[src/rtl/next_sram_pkg.sv]
// Shared types and geometry for the "next" SRAM write path.
// 256 entries x 4 bits, organised as 16 words of 16 lanes.
package next_sram_pkg;

  localparam int NEXT_ADDR_SPACE = 4;
  localparam int NEXT_Q          = 16;
  localparam int NEXT_BW         = 4;
  localparam int NEXT_IDX_W      = 8;

  // An index splits into {word, lane}; the lane is the low part.
  localparam int NEXT_LANE_W   = $clog2(NEXT_Q);
  localparam int NEXT_LANE_LSB = 0;
  localparam int NEXT_WORD_LSB = NEXT_LANE_W;

  typedef enum logic {
    IDLE,
    ACCUM
  } next_state_e;

endpackage

[src/rtl/next_lane_merge.sv]
// Drops one lane value into a word image and marks the lane written.
// A later value to a lane overwrites the earlier one.
module next_lane_merge
  import next_sram_pkg::*;
#(
  parameter int Q  = NEXT_Q,
  parameter int BW = NEXT_BW
) (
  input  logic [BW*Q-1:0]      cur_data,
  input  logic [Q-1:0]         cur_set,
  input  logic [$clog2(Q)-1:0] lane,
  input  logic [BW-1:0]        value,
  output logic [BW*Q-1:0]      new_data,
  output logic [Q-1:0]         new_set
);

  // Overlay the selected lane onto the current image.
  always_comb begin
    new_data = cur_data;
    new_set  = cur_set;
    new_data[lane*BW +: BW] = value;
    new_set[lane] = 1'b1;
  end

endmodule

[src/rtl/next_sram_writer.sv]
// Coalesces single-entry updates into lane-masked word writes
// and drives the write port of the next SRAM.
module next_sram_writer
  import next_sram_pkg::*;
#(
  parameter int ADDR_SPACE = NEXT_ADDR_SPACE,
  parameter int Q          = NEXT_Q,
  parameter int BW         = NEXT_BW,
  parameter int TIMEOUT    = 8
) (
  input  logic                          clk,
  input  logic                          rst,
  input  logic                          in_valid,
  output logic                          in_ready,
  input  logic [ADDR_SPACE+$clog2(Q)-1:0] in_idx,
  input  logic [BW-1:0]                 in_data,
  input  logic                          flush,
  output logic                          flush_done,
  output logic                          pending,
  output logic                          wsb,
  output logic [BW*Q-1:0]               wdata,
  output logic [Q-1:0]                  bytemask,
  output logic [ADDR_SPACE-1:0]         waddr
);

  localparam int LW = $clog2(Q);
  localparam int IW = ADDR_SPACE + LW;
  localparam int CW = (TIMEOUT > 1) ? $clog2(TIMEOUT) : 1;

  next_state_e           state, state_d;
  logic [ADDR_SPACE-1:0] buf_word, buf_word_d;
  logic [BW*Q-1:0]       buf_data, buf_data_d;
  logic [Q-1:0]          buf_set, buf_set_d;
  logic [CW-1:0]         cnt, cnt_d;

  logic                  wsb_d;
  logic [BW*Q-1:0]       wdata_d;
  logic [Q-1:0]          bytemask_d;
  logic [ADDR_SPACE-1:0] waddr_d;
  logic                  flush_done_d;

  logic                  accept;
  logic [ADDR_SPACE-1:0] in_word;
  logic [LW-1:0]         in_lane;
  logic                  same_word;
  logic                  timeout_hit;
  logic [BW*Q-1:0]       base_data, merged_data;
  logic [Q-1:0]          base_set, merged_set;

  assign in_ready  = ~flush;
  assign accept    = in_valid & ~flush;
  assign in_word   = in_idx[IW-1:LW];
  assign in_lane   = in_idx[LW-1:0];
  assign same_word = (in_word == buf_word);
  assign pending   = (state == ACCUM);

  assign timeout_hit = (TIMEOUT != 0) &&
                       (cnt == CW'(TIMEOUT - 1));

  // Merge into the live buffer only when extending the same word;
  // otherwise start from an empty image so stale lanes read as 0.
  assign base_data = (pending && same_word) ? buf_data : '0;
  assign base_set  = (pending && same_word) ? buf_set  : '0;

  next_lane_merge #(
    .Q  (Q),
    .BW (BW)
  ) u_merge (
    .cur_data (base_data),
    .cur_set  (base_set),
    .lane     (in_lane),
    .value    (in_data),
    .new_data (merged_data),
    .new_set  (merged_set)
  );

  // Next-state, buffer update and write emission.
  always_comb begin
    state_d      = state;
    buf_word_d   = buf_word;
    buf_data_d   = buf_data;
    buf_set_d    = buf_set;
    cnt_d        = cnt;
    wsb_d        = 1'b1;
    bytemask_d   = '1;
    wdata_d      = wdata;
    waddr_d      = waddr;
    flush_done_d = 1'b0;
    unique case (state)
      IDLE: begin
        if (accept) begin
          buf_word_d = in_word;
          buf_data_d = merged_data;
          buf_set_d  = merged_set;
          cnt_d      = '0;
          state_d    = ACCUM;
        end else if (flush) begin
          flush_done_d = 1'b1;
        end
      end
      ACCUM: begin
        if (flush || (!accept && timeout_hit) ||
            (accept && !same_word)) begin
          wsb_d      = 1'b0;
          wdata_d    = buf_data;
          waddr_d    = buf_word;
          bytemask_d = ~buf_set;
        end
        if (flush) begin
          flush_done_d = 1'b1;
          buf_data_d   = '0;
          buf_set_d    = '0;
          state_d      = IDLE;
        end else if (accept) begin
          buf_word_d = in_word;
          buf_data_d = merged_data;
          buf_set_d  = merged_set;
          cnt_d      = '0;
        end else if (timeout_hit) begin
          buf_data_d = '0;
          buf_set_d  = '0;
          state_d    = IDLE;
        end else begin
          cnt_d = cnt + 1'b1;
        end
      end
      default: state_d = IDLE;
    endcase
  end

  // State register.
  always_ff @(posedge clk or posedge rst) begin
    if (rst) state <= IDLE;
    else     state <= state_d;
  end

  // Buffer, idle counter and registered SRAM-side outputs.
  always_ff @(posedge clk or posedge rst) begin
    if (rst) begin
      buf_word   <= '0;
      buf_data   <= '0;
      buf_set    <= '0;
      cnt        <= '0;
      wsb        <= 1'b1;
      wdata      <= '0;
      bytemask   <= '1;
      waddr      <= '0;
      flush_done <= 1'b0;
    end else begin
      buf_word   <= buf_word_d;
      buf_data   <= buf_data_d;
      buf_set    <= buf_set_d;
      cnt        <= cnt_d;
      wsb        <= wsb_d;
      wdata      <= wdata_d;
      bytemask   <= bytemask_d;
      waddr      <= waddr_d;
      flush_done <= flush_done_d;
    end
  end

endmodule
[config.mk]
export PLATFORM = sky130hd
export DESIGN_NAME = next_sram_writer
export DESIGN_NICKNAME = d
export VERILOG_FILES = /design/src/rtl/next_sram_pkg.sv /design/src/rtl/next_lane_merge.sv /design/src/rtl/next_sram_writer.sv
export SDC_FILE = /design/constraint.sdc
export NUM_CORES = 1
export LEC_CHECK = 0
export ABC_AREA = 1
export CAP_MARGIN = 25
export CORE_MARGIN = 1.5
export CORE_UTILIZATION = 51
export CTS_CLUSTER_DIAMETER = 120
export DETAILED_ROUTE_END_ITERATION = 10
export PLACE_DENSITY = 0.77
export SKIP_LAST_GASP = 1
export SYNTH_ARGS = -nofsm -noshare
export SYNTH_HDL_FRONTEND = slang
export SYNTH_HIERARCHICAL = 1
export SYNTH_SLANG_ARGS = --single-unit
[constraint.sdc]
create_clock -name clk -period 5.8 [get_ports clk]
set_input_delay 1.16 -clock clk [delete_from_list [all_inputs] [get_ports clk]]
set_output_delay 1.16 -clock clk [all_outputs]
set_load 0.05 [all_outputs]
==> impl_results.md <==
- Starting Density: 0.5187
- Net count after synthesis: 1140
- Reg clk slew, reported paths: 0.07 ns
- Hold Fails Final Rpt: 0
- Setup TNS after final layout: 0 ns
- Sequence of cells on the critical path: clkdlybuf4s50_1 > clkinv_1 > ha_1 > clkinv_1 > nor2_4 > nand2_1 > nand2_1 > nand2_1 > nand2_1 > o21ai_0
- Combinational family with the most area after synthesis: simple AND/OR/NAND/NOR gates
- Number of standard cells in the final layout excluding fillers: 1427
- Hold bufs inserted after CTS: 0
- Net count, final: 1217
- HPWL after detailed placement: 13610 um
- Maximum number of pins on one net before global-route repair: 97
- Root cell of the clock tree: clkbuf_16
- Vertical die dimension: 132.6 um
- Number of instances in the synthesized netlist: 1117
- Largest buffer count on any clock path: 2
- Data arrival time of the worst path: 4.31 ns
- Sum of routed wire length over all layers: 20440 um
- TritonCTS sink count: 174
- Synthesized area: 0.008572 mm2
- Floorplan die area: 0.01759 mm2
- Fraction of synthesized cell area in xor and xnor cells: 0
- Remaining global-route overflow: 0
- Buffers plus inverters on the worst setup path: 3
- Core area: 0.01652 mm2
- Depth of the most critical reg-to-reg path: 8
- Mux contribution to synthesized area: 0
- Distinct cells, synth: 30
- Share of total power in combinational logic: 0.117
- Hold path startpoint: buf_set[4]$_DFFE_PP0P_
- Post-CTS resize count: 0
- Worst setup EP type: register
- Antenna violations before repair: 0
- I/O pin count: 104
- Dpl ws: 1.352 ns
- Switching part of the total: 0.2715
- Adder-cell share of the synthesized area: 0.01022
- Hold crit path type: register to register
- Cell type of the slowest stage on the worst timing path: clkdlybuf4s50_1
- CP max FO: 18
- Pwr Density: 269.8 mW/mm2
- Kind of critical path: primary input to register
- GRT Overall Usage: 0.2476
- Vias in the first global route: 6902
- Insertion delay to the later sink of the worst-skew pair: 0.44 ns
- Placer's final routability congestion estimate: 0.9109
- Synthesized-area fraction occupied by ao, oa, aoi and oai cells: 0.07853
- Count of final max-slew check failures: 0
- Number of remaining DRC errors: 0
- Final standard cell utilization of the core: 0.6266
- Iteration-0 DRC count of the detailed router: 692
- Core Rows: 47
- Slowest Stage Delay on Critical Path: 0.76 ns
- Total setup buffers inserted after CTS: 0
- Reg2reg start: cnt[0]$_DFFE_PP0P_
- Buffers on Ports: 103
- Worst EP required: 6.10 ns
- Final period util: 0.6904
- Min cycle time layout: 4.005 ns
- Run status: completed
- Ant. Diodes: 0
- Net Sw Power: 0.7586 mW
- Number of cells on the worst hold path: 1
- Seq cells post-synth: 174
- Worst-case register-to-register setup slack: 3.42 ns
- Cell class contributing the biggest share of worst-path delay: buffers and inverters
- Critical Path Start Type: primary input
- Post-synthesis simple-gate area fraction: 0.3173
- Final count of negative-setup-slack endpoints: 0
- 1st-pass router iterations: 5
- Worst-case clock skew: 0.009640 ns
- Clock buffers created by TritonCTS: 17
- Leakage power total: 4.822 nW
- Share of total power in the clock network: 0.432
- Max_cap viols: 0
- Measured slew at the worst slew-check pin: 0.8059 ns
- Crit Reg-Reg Endpoint: wdata[22]$_DFFE_PP0P_
- CP dominant cell by count: nand2_1
- Relative slew slack: 0.4607
- Per-instance average area after synthesis: 7.674 um2
- Placed insts: 1395
- Final critical-path setup slack: 1.795 ns
- Yosys warnings: 6
- Fin Hold WS: 0.3883 ns
- Layout cell share with drive strength beyond 1: 0.07871
- DIE WIDTH: 132.6 um
- H-tree Lvls: 4
- Syn-to-layout area delta: 20.79%
- First-pass GRT wire length: 34620 um
- Via count: 7392
- Fmax: 0.2497 GHz
- Unrepaired setup endpoints after global routing: false
- Power share of the sequential group: 0.451
- WL/cell: 14.32 um
- Worst-case hold path end point: bytemask[4]$_DFF_PP1_
- Proportion of synthesized chip area in sequential cells: 0.5104
- Internal Power: 2.035 mW
- Drt via density: 5.180
- Worst vdd rail ir drop: 0.2068 mV
- Clock tree from TritonCTS: built
- Antenna Nets Post-Route: 0
-- synth_stat cells --
| library cell | count | area [um2] |
|---|---|---|
| or2_2 | 1 | 6.260 |
| nand2_4 | 1 | 11.26 |
| dfrtp_1 | 157 | 3929 |
| nor3_1 | 3 | 15.01 |
| buf_4 | 1 | 7.510 |
| inv_1 | 109 | 409.1 |
| nor2_4 | 3 | 33.78 |
| o21ai_0 | 95 | 475.5 |
| dfstp_2 | 17 | 446.7 |
| o21bai_1 | 15 | 112.6 |
| buf_1 | 1 | 3.750 |
| nand4_4 | 2 | 42.54 |
| nand3_2 | 5 | 50.05 |
| ha_1 | 7 | 87.58 |
| o21ai_2 | 1 | 8.760 |
| nand3_1 | 115 | 575.6 |
| nand2_1 | 388 | 1456 |
| nand4_1 | 9 | 56.30 |
| clkinv_1 | 3 | 11.26 |
| nor3_4 | 3 | 48.80 |
| nor2_2 | 4 | 25.02 |
| buf_6 | 4 | 45.04 |
| a21oi_4 | 1 | 16.27 |
| nand2_2 | 5 | 31.28 |
| o21ai_1 | 10 | 50.05 |
| clkbuf_1 | 31 | 116.4 |
| a21oi_1 | 2 | 10.01 |
| nor2_1 | 98 | 367.9 |
| inv_2 | 6 | 22.52 |
| buf_2 | 20 | 100.1 |
-- power groups by stage --
stage / registers (mW) / clock network (mW) / logic (mW)
2_1_floorplan: 1.33 / 0 / 0.178
3_3_place_gp: 1.28 / 0 / 0.323
3_5_place_dp: 1.28 / 0 / 0.326
4_1_cts: 1.26 / 1.22 / 0.327
5_1_grt: 1.26 / 1.27 / 0.356
6_report: 1.26 / 1.21 / 0.326
-- area by class of cell --
class	count	area, um2
fill	1398	6171
tap	220	275.3
multi-input combinational	768	3498
clock buffer	20	466.7
clock inverter	12	157.7
timing repair buffer	115	1134
sequential	174	4375
inverter	118	446.7
-- metal layers --
metal / vias to the layer above / global-route usage / wire [um]
met5: - / 0 / 0
met3: 41 / 0.04483 / 1078
met1: 3486 / 0.3575 / 9500
met2: 206 / 0.3691 / 9341
li1: 3659 / - / -
met4: 0 / 0.1050 / 515
-- per-stage QoR --
| stage | total power [mW] | cell area (um2) |
|---|---|---|
| after floorplan | 1.510 | 8576 |
| after global placement | 1.604 | 9729 |
| after detailed placement | 1.607 | 9729 |
| after CTS | 2.811 | 10350 |
| after global routing | 2.890 | 10350 |
| final | 2.794 | 10350 |
-- placed cells by master (no fill, tap or decap), drive strengths merged, types with 4 or more instances in the layout --
master	instances
buf	12
clkbuf	20
clkdlybuf4s50	103
clkinv	7
clkinvlp	4
dfrtp	157
dfstp	17
ha	7
inv	116
nand2	394
nand3	120
nand4	11
nor2	105
nor3	6
o21ai	106
o21bai	15
-- worst max-delay path by stage --
stage / startpoint / to / slack, ns / depth (start not counted)
after floorplan: rst / buf_data[0]$_DFFE_PP0P_ / 2.43 / 1
after global placement: in_idx[0] / buf_data[26]$_DFFE_PP0P_ / 1.46 / 10
after detailed placement: in_idx[0] / buf_data[24]$_DFFE_PP0P_ / 1.35 / 10
after CTS: in_idx[0] / buf_data[57]$_DFFE_PP0P_ / 1.82 / 10
after global routing: in_idx[0] / buf_data[25]$_DFFE_PP0P_ / 1.40 / 10
final: in_idx[0] / buf_data[57]$_DFFE_PP0P_ / 1.80 / 10
-- sequential cells by signal (all words and copies together), names as in the netlist --
name and flops:
cnt 3, wsb 1, wdata 64, pending 1, buf_word 4, flush_done 1
buf_data 64, buf_set 16, bytemask 16, waddr 4
-- logic make-up (layout without fill, tap and decap cells) --
logic type	count (synthesis)	after routing
AOI/OAI and AO/OA	124	124
adders and majority gates	7	7
and+or+nand+nor	637	637
DFF	174	174
buffers and inverters	175	265
(Power assumes the default switching activity.)
